## src/rtl/fetch_decode_queue_if.sv

```systemverilog
// Handshake bundle between fetch, the instruction queue and decode.
// The queue binds the slave modport; the fetch/decode side binds master.
interface fetch_decode_queue_if #(
    parameter int DEPTH = 4,
    parameter int XLEN  = 32
);
    localparam int CW = $clog2(DEPTH) + 1;

    logic            in_valid;
    logic [XLEN-1:0] in_pc;
    logic [XLEN-1:0] in_instr;
    logic            in_ready;
    logic            out_valid;
    logic [XLEN-1:0] out_pc;
    logic [XLEN-1:0] out_instr;
    logic            out_ready;
    logic            flush;
    logic [CW-1:0]   count;
    logic            full;
    logic            empty;

    modport slave (
        input  in_valid, in_pc, in_instr, out_ready, flush,
        output in_ready, out_valid, out_pc, out_instr, count, full, empty
    );

    modport master (
        output in_valid, in_pc, in_instr, out_ready, flush,
        input  in_ready, out_valid, out_pc, out_instr, count, full, empty
    );
endinterface

```

## src/rtl/fetch_decode_queue.sv

```systemverilog
// In-order fetch-to-decode instruction queue with flush on redirect.
// Optional macro FETCHQ_BYPASS_EN: zero-latency pass-through when empty.
module fetch_decode_queue #(
    parameter int              DEPTH     = 4,
    parameter int              XLEN      = 32,
    parameter logic [XLEN-1:0] NOP_INSTR = XLEN'(32'h00000013)
) (
    input logic                 clk,
    input logic                 reset,
    fetch_decode_queue_if.slave q
);
    localparam int PW = $clog2(DEPTH);
    localparam int CW = PW + 1;

    typedef struct packed {
        logic [XLEN-1:0] pc;
        logic [XLEN-1:0] instr;
    } entry_t;

    entry_t        mem_q [DEPTH];
    entry_t        mem_d [DEPTH];
    logic [PW-1:0] wr_ptr_q, wr_ptr_d;
    logic [PW-1:0] rd_ptr_q, rd_ptr_d;
    logic [CW-1:0] count_q, count_d;

    logic   empty_w;
    logic   full_w;
    logic   push;
    logic   pop;
    logic   bypass;
    entry_t head;

    assign empty_w = (count_q == '0);
    assign full_w  = (count_q == CW'(DEPTH));
    assign head    = mem_q[rd_ptr_q];

`ifdef FETCHQ_BYPASS_EN
    assign bypass = empty_w && q.in_valid && q.out_ready && !q.flush;
`else
    assign bypass = 1'b0;
`endif

    // A bypassed pair is consumed directly, so it is never written.
    assign push = q.in_valid && !full_w && !q.flush && !bypass;
    assign pop  = !empty_w && q.out_ready && !q.flush;

    assign q.in_ready = !full_w;
    assign q.full     = full_w;
    assign q.empty    = empty_w;
    assign q.count    = count_q;

    always_comb begin
        q.out_valid = 1'b0;
        q.out_pc    = '0;
        q.out_instr = NOP_INSTR;
        if (!q.flush) begin
            if (!empty_w) begin
                q.out_valid = 1'b1;
                q.out_pc    = head.pc;
                q.out_instr = head.instr;
            end
`ifdef FETCHQ_BYPASS_EN
            else if (bypass) begin
                q.out_valid = 1'b1;
                q.out_pc    = q.in_pc;
                q.out_instr = q.in_instr;
            end
`endif
        end
    end

    always_comb begin
        mem_d    = mem_q;
        wr_ptr_d = wr_ptr_q;
        rd_ptr_d = rd_ptr_q;
        count_d  = count_q;
        if (q.flush) begin
            wr_ptr_d = '0;
            rd_ptr_d = '0;
            count_d  = '0;
        end else begin
            if (push) begin
                mem_d[wr_ptr_q] = '{pc: q.in_pc, instr: q.in_instr};
                wr_ptr_d        = wr_ptr_q + PW'(1);
            end
            if (pop) begin
                rd_ptr_d = rd_ptr_q + PW'(1);
            end
            count_d = count_q + CW'(push) - CW'(pop);
        end
    end

    always_ff @(posedge clk or posedge reset) begin
        if (reset) begin
            for (int i = 0; i < DEPTH; i++) begin
                mem_q[i] <= '0;
            end
            wr_ptr_q <= '0;
            rd_ptr_q <= '0;
            count_q  <= '0;
        end else begin
            mem_q    <= mem_d;
            wr_ptr_q <= wr_ptr_d;
            rd_ptr_q <= rd_ptr_d;
            count_q  <= count_d;
        end
    end
endmodule

```

## src/flat_wrapper.sv

```systemverilog
// flat-port wrapper written by rule: the top's interface ports become plain ports
module fetch_decode_queue_flat 
#(
    parameter int              DEPTH     = 4,
    parameter int              XLEN      = 32,
    parameter logic [XLEN-1:0] NOP_INSTR = XLEN'(32'h00000013)
)
  (clk, reset, q_in_valid, q_in_pc, q_in_instr, q_out_ready, q_flush, q_in_ready, q_out_valid, q_out_pc, q_out_instr, q_count, q_full, q_empty);
  fetch_decode_queue_if #(.DEPTH(DEPTH), .XLEN(XLEN)) q_i ();
  input logic clk;
  input logic reset;
  input wire logic [$bits(q_i.in_valid)-1:0] q_in_valid;
  input wire logic [$bits(q_i.in_pc)-1:0] q_in_pc;
  input wire logic [$bits(q_i.in_instr)-1:0] q_in_instr;
  input wire logic [$bits(q_i.out_ready)-1:0] q_out_ready;
  input wire logic [$bits(q_i.flush)-1:0] q_flush;
  output wire logic [$bits(q_i.in_ready)-1:0] q_in_ready;
  output wire logic [$bits(q_i.out_valid)-1:0] q_out_valid;
  output wire logic [$bits(q_i.out_pc)-1:0] q_out_pc;
  output wire logic [$bits(q_i.out_instr)-1:0] q_out_instr;
  output wire logic [$bits(q_i.count)-1:0] q_count;
  output wire logic [$bits(q_i.full)-1:0] q_full;
  output wire logic [$bits(q_i.empty)-1:0] q_empty;
  assign q_i.in_valid = q_in_valid;
  assign q_i.in_pc = q_in_pc;
  assign q_i.in_instr = q_in_instr;
  assign q_i.out_ready = q_out_ready;
  assign q_i.flush = q_flush;
  assign q_in_ready = q_i.in_ready;
  assign q_out_valid = q_i.out_valid;
  assign q_out_pc = q_i.out_pc;
  assign q_out_instr = q_i.out_instr;
  assign q_count = q_i.count;
  assign q_full = q_i.full;
  assign q_empty = q_i.empty;
  fetch_decode_queue #(.DEPTH(DEPTH), .XLEN(XLEN), .NOP_INSTR(NOP_INSTR)) u_core (.clk(clk), .reset(reset), .q(q_i));
endmodule
```

## config.mk

```make
export PLATFORM = sky130hd
export DESIGN_NAME = fetch_decode_queue_flat
export DESIGN_NICKNAME = d
export VERILOG_FILES = /design/src/rtl/fetch_decode_queue_if.sv /design/src/rtl/fetch_decode_queue.sv /design/src/flat_wrapper.sv
export SDC_FILE = /design/constraint.sdc
export NUM_CORES = 1
export LEC_CHECK = 0
export ABC_AREA = 1
export BUFFER_PORTS_ARGS = -buffer_cell sky130_fd_sc_hd__buf_2
export CAP_MARGIN = 0
export CORE_MARGIN = 10
export CORE_UTILIZATION = 55
export CTS_BUF_LIST = sky130_fd_sc_hd__clkbuf_8
export CTS_CLUSTER_DIAMETER = 50
export DETAILED_ROUTE_END_ITERATION = 7
export PLACE_DENSITY = 0.78
export SKIP_CTS_REPAIR_TIMING = 1
export SYNTH_ARGS = -nofsm -noshare
export SYNTH_HDL_FRONTEND = slang
export SYNTH_SLANG_ARGS = --single-unit
```

## constraint.sdc

```tcl
create_clock -name clk -period 8 [get_ports clk]
set_input_delay 0.8 -clock clk [delete_from_list [all_inputs] [get_ports clk]]
set_output_delay 0.8 -clock clk [all_outputs]
set_load 0.01 [all_outputs]
```

==> results by stage <==
Finish:
- Leaving out fill and tap cells, the most frequent cell in the layout is nand2_1.
- The share of post-route cells with drive strength above 1 is 13.7%.
- The repair_antennas step left the layout with diodes totalling 0.
- The area overhead of the layout relative to synthesis is 10.4%.
- The final layout contains 1812 nets.
- Leaving out fill and tap cells, the most frequent cells in the layout are nand2_1 (525), dfrtp_1 (261), nand4_1 (257).

Synth:
- The synthesized area divided by synthesized cell count is 7.82 um^2.
- Yosys printed 0 warnings.
- The number of flip-flops and latches in the synthesized netlist is 263.
- The net count after synthesis is 1764.
- The synthesized cell area is 13200 um^2.
- The instance count of the mapped netlist is 1688.
- Synthesis instantiated 24 different standard cells from the library.
- Sorting the synthesized cells by area gives the leading types as dfrtp_1 (50%), nand2_1 (15%), nand4_1 (12%).
- After synthesis, flip-flops and latches occupy 49.9% of the total area.
- The area share of the largest cell type after synthesis is 49.9%.
- The top cell type by total area after synthesis is dfrtp_1.

Clocking:
- The number of buffers created by CTS is 47.
- The clock passes through at most 3 buffers.
- The TritonCTS sink count is 263.
- After clock tree synthesis, the clock-pin slew on the worst setup and hold paths is 60 ps.
- In this run the number of H-tree levels came out at 2.
- The TritonCTS clock tree is yes.
- The clock reaches the later pin of the worst-skew pair after 570 ps.
- The root cell of the clock tree is clkbuf_8.

Critical path:
- The worst register-to-register path ends at u_core.rd_ptr_q[0]$_DFFE_PP0P_.
- The critical path endpoint category is an output port.
- In this run the worst path has a maximum fanout of 79.
- The data arrival time at the worst-slack endpoint is 3550 ps.
- The combined buffer and inverter count along the critical path is 3.
- Traced cell by cell, the critical path runs through clkinv_2 -> buf_4 -> o21ai_0 -> a21oi_1 -> buf_2.
- The critical path startpoint category is a flop.
- The critical path is of the flop to output port type.
- Among cell families on the critical path, the largest total delay comes from buffers and inverters.
- The highest-delay cell along the critical path is dfrtp_4.
- In this run the critical register-to-register path is launched from u_core.rd_ptr_q[0]$_DFFE_PP0P_.
- The worst stage delay on the critical path is 860 ps.
- The cell depth of the worst flop-to-flop path is 4.
- The required time at the worst-slack endpoint is 7200 ps.
- The setup slack of the worst register-to-register path is 5280 ps.

Floorplan:
- The floorplan row count is 56.
- The die covers 30600 um^2.
- The core footprint is 23500 um^2.
- 140 I/O pins were placed.
- From left edge to right edge, the die measures 175 um.
- For this configuration, the core starts out at a cell density of 56.1%.
- The die is 175 um tall.

Detailed routing:
- The detail route stage leaves a number of antenna-violating nets equal to 0.
- The average via count per standard cell is 5.96.
- The first detailed-routing pass ran for 6 iterations.
- The remaining routing DRC violations is 0.
- After detailed routing, the total wire length is 38900 um.
- The first routing iteration left 1818 violations.
- In the final routed layout, each cell accounts on average for 18.7 um.
- The final route contains 12422 vias.

Place:
- During placement, the flow inserted port buffers numbering 139.
- OpenSTA, run right after detailed placement, puts the worst setup slack at 3800 ps.
- Routability-driven placement finished with a final weighted congestion of 0.800.
- The wire-length estimate of the detail-placed layout is 20400 um.

Global route:
- The number of antenna violations at the first check in global routing was 0.
- The number of global-route vias before repair is 12057.
- Global routing used 24.9% of the available tracks.
- The met1 routing resource usage after global routing is 34.0%.
- The routing usage on met2 is 40.0%.
- For this run the aggregate overflow at the end of global routing stands at 0.
- The met3 track utilization from global routing is 4.40%.
- The largest net degree at the start of global routing is 258.
- The first global-routing pass estimated 64300 um of wire.
- The global routing stage identified its most utilized layer as met2.

Timing:
- The count of endpoints failing hold in the final timing report is 0.
- The slew at the pin closest to its max-slew limit is 1440 ps.
- Headroom to the max-slew limit came out at 4.28%.
- The final critical path takes up 54.4% of the cycle.
- Setup repair after global routing left no endpoint under its margin.
- The worst setup skew after layout is 24.7 ps.
- The timing-limited maximum frequency is 230 MHz.
- Subtracting the final worst setup slack from the clock period gives 4350 ps.
- Hold timing on the final database bottoms out at a slack of 441 ps.
- The accumulated negative setup slack is 0 ps.
- The worst path meets setup with 3650 ps of slack.
- The max-slew violation count is 0.
- Setup violations remaining at the end of the flow were counted as 0.

Pwr:
- The power spent charging and discharging nets is 2.07 mW.
- Combinational cells account for 34.3% of the total power.
- The net switching fraction of the power is 39.6%.
- The clock network accounts for 22.6% of the total power.
- The analysis attributes to cell leakage a power of 7.56 nW.
- The power density over the cells is 359 nW/um^2.
- The internal portion of the total power is 3.16 mW.
- The worst supply voltage drop on vdd is 180 uV.
- The sequential cell fraction of total power is 43.1%.

Run status:
- The flow ran to the end, and the final reports show no timing, DRC or antenna violations.

Hold path:
- The class of the tightest hold or removal check is input pin to asynchronous set/reset pin.

Flow run:
- Max-cap violations in this run came to 0.
-- kinds of logic after synthesis --
logic type	synth area share [%]
simple gates	35.3
compound gates	7.53
flops	49.9
buf+inv	6.48
fa+ha+maj	0.720
xor+xnor	0.133
-- per-layer routing --
layer	part of all wire (%)	wire [um]
met1	42	16500
met2	48	18500
met3	8.5	3310
met4	1.6	605
met5	0	0
-- cell type report --
| class | count | area [um^2] |
|---|---|---|
| inverter | 16 | 70.1 |
| fill | 2182 | 8970 |
| clock inverter | 23 | 105 |
| clock buffer | 56 | 771 |
| sequential | 263 | 6590 |
| tap | 319 | 399 |
| timing repair buffer | 157 | 856 |
| multi-input combinational | 1251 | 5780 |
-- sequential cells by signal, summed over array words and instances (netlist names) --
register and cells:
u_core.mem_q 256, u_core.q.count 3, u_core.rd_ptr_q 2, u_core.wr_ptr_q 2
-- synthesized netlist by cell type --
| library cell | n |
|---|---|
| a21oi_1 | 62 |
| a21oi_2 | 1 |
| buf_1 | 15 |
| buf_2 | 68 |
| buf_4 | 29 |
| buf_6 | 1 |
| clkbuf_1 | 44 |
| clkbuf_2 | 1 |
| dfrtp_1 | 263 |
| fa_1 | 1 |
| ha_1 | 6 |
| inv_1 | 13 |
| inv_2 | 3 |
| nand2_1 | 526 |
| nand2_2 | 1 |
| nand3_1 | 1 |
| nand4_1 | 257 |
| nand4_4 | 4 |
| nor2_1 | 254 |
| nor2_2 | 1 |
| o211ai_1 | 6 |
| o21ai_0 | 126 |
| or2_2 | 3 |
| xor2_1 | 2 |
-- power by group through the flow --
stage	Clock, mW	Combinational (mW)	Sequential (mW)
2_1_floorplan	0	1.37	2.16
3_3_place_gp	0	1.73	2.24
3_5_place_dp	0	1.78	2.26
4_1_cts	1.20	1.79	2.25
5_1_grt	1.26	2.05	2.32
6_report	1.18	1.80	2.26
-- worst reg2reg max path, stage by stage (launching register included) --
cell	delay [ps]
dfrtp_4	860
clkinv_2	800
buf_4	630
o21ai_0	260
nor2_1	60
-- how the worst max path moves through the flow --
stage                                   start                           to  slack, ps  cells past startpoint
6_report       u_core.rd_ptr_q[0]$_DFFE_PP0P_              q_out_instr[16]       3650                      5
5_1_grt        u_core.rd_ptr_q[0]$_DFFE_PP0P_              q_out_instr[16]       3520                      5
4_1_cts        u_core.rd_ptr_q[0]$_DFFE_PP0P_              q_out_instr[23]       3700                      5
3_5_place_dp                          q_flush               q_out_instr[4]       3800                      7
3_3_place_gp                          q_flush               q_out_instr[4]       3850                      7
2_1_floorplan                           reset  u_core.mem_q[0]$_DFFE_PP0P_       3730                      1
-- through the flow --
step,std cells,utilization [%],power [mW],instance area (um^2)
2_1_floorplan,1688,-,3.53,13200
3_3_place_gp,2006,58.2,3.97,13700
3_5_place_dp,2006,58.2,4.04,13700
4_1_cts,2085,61.9,5.23,14600
5_1_grt,2085,61.9,5.63,14600
6_report,2085,61.9,5.23,14600
Note: power is estimated with default switching activity, not from simulation.
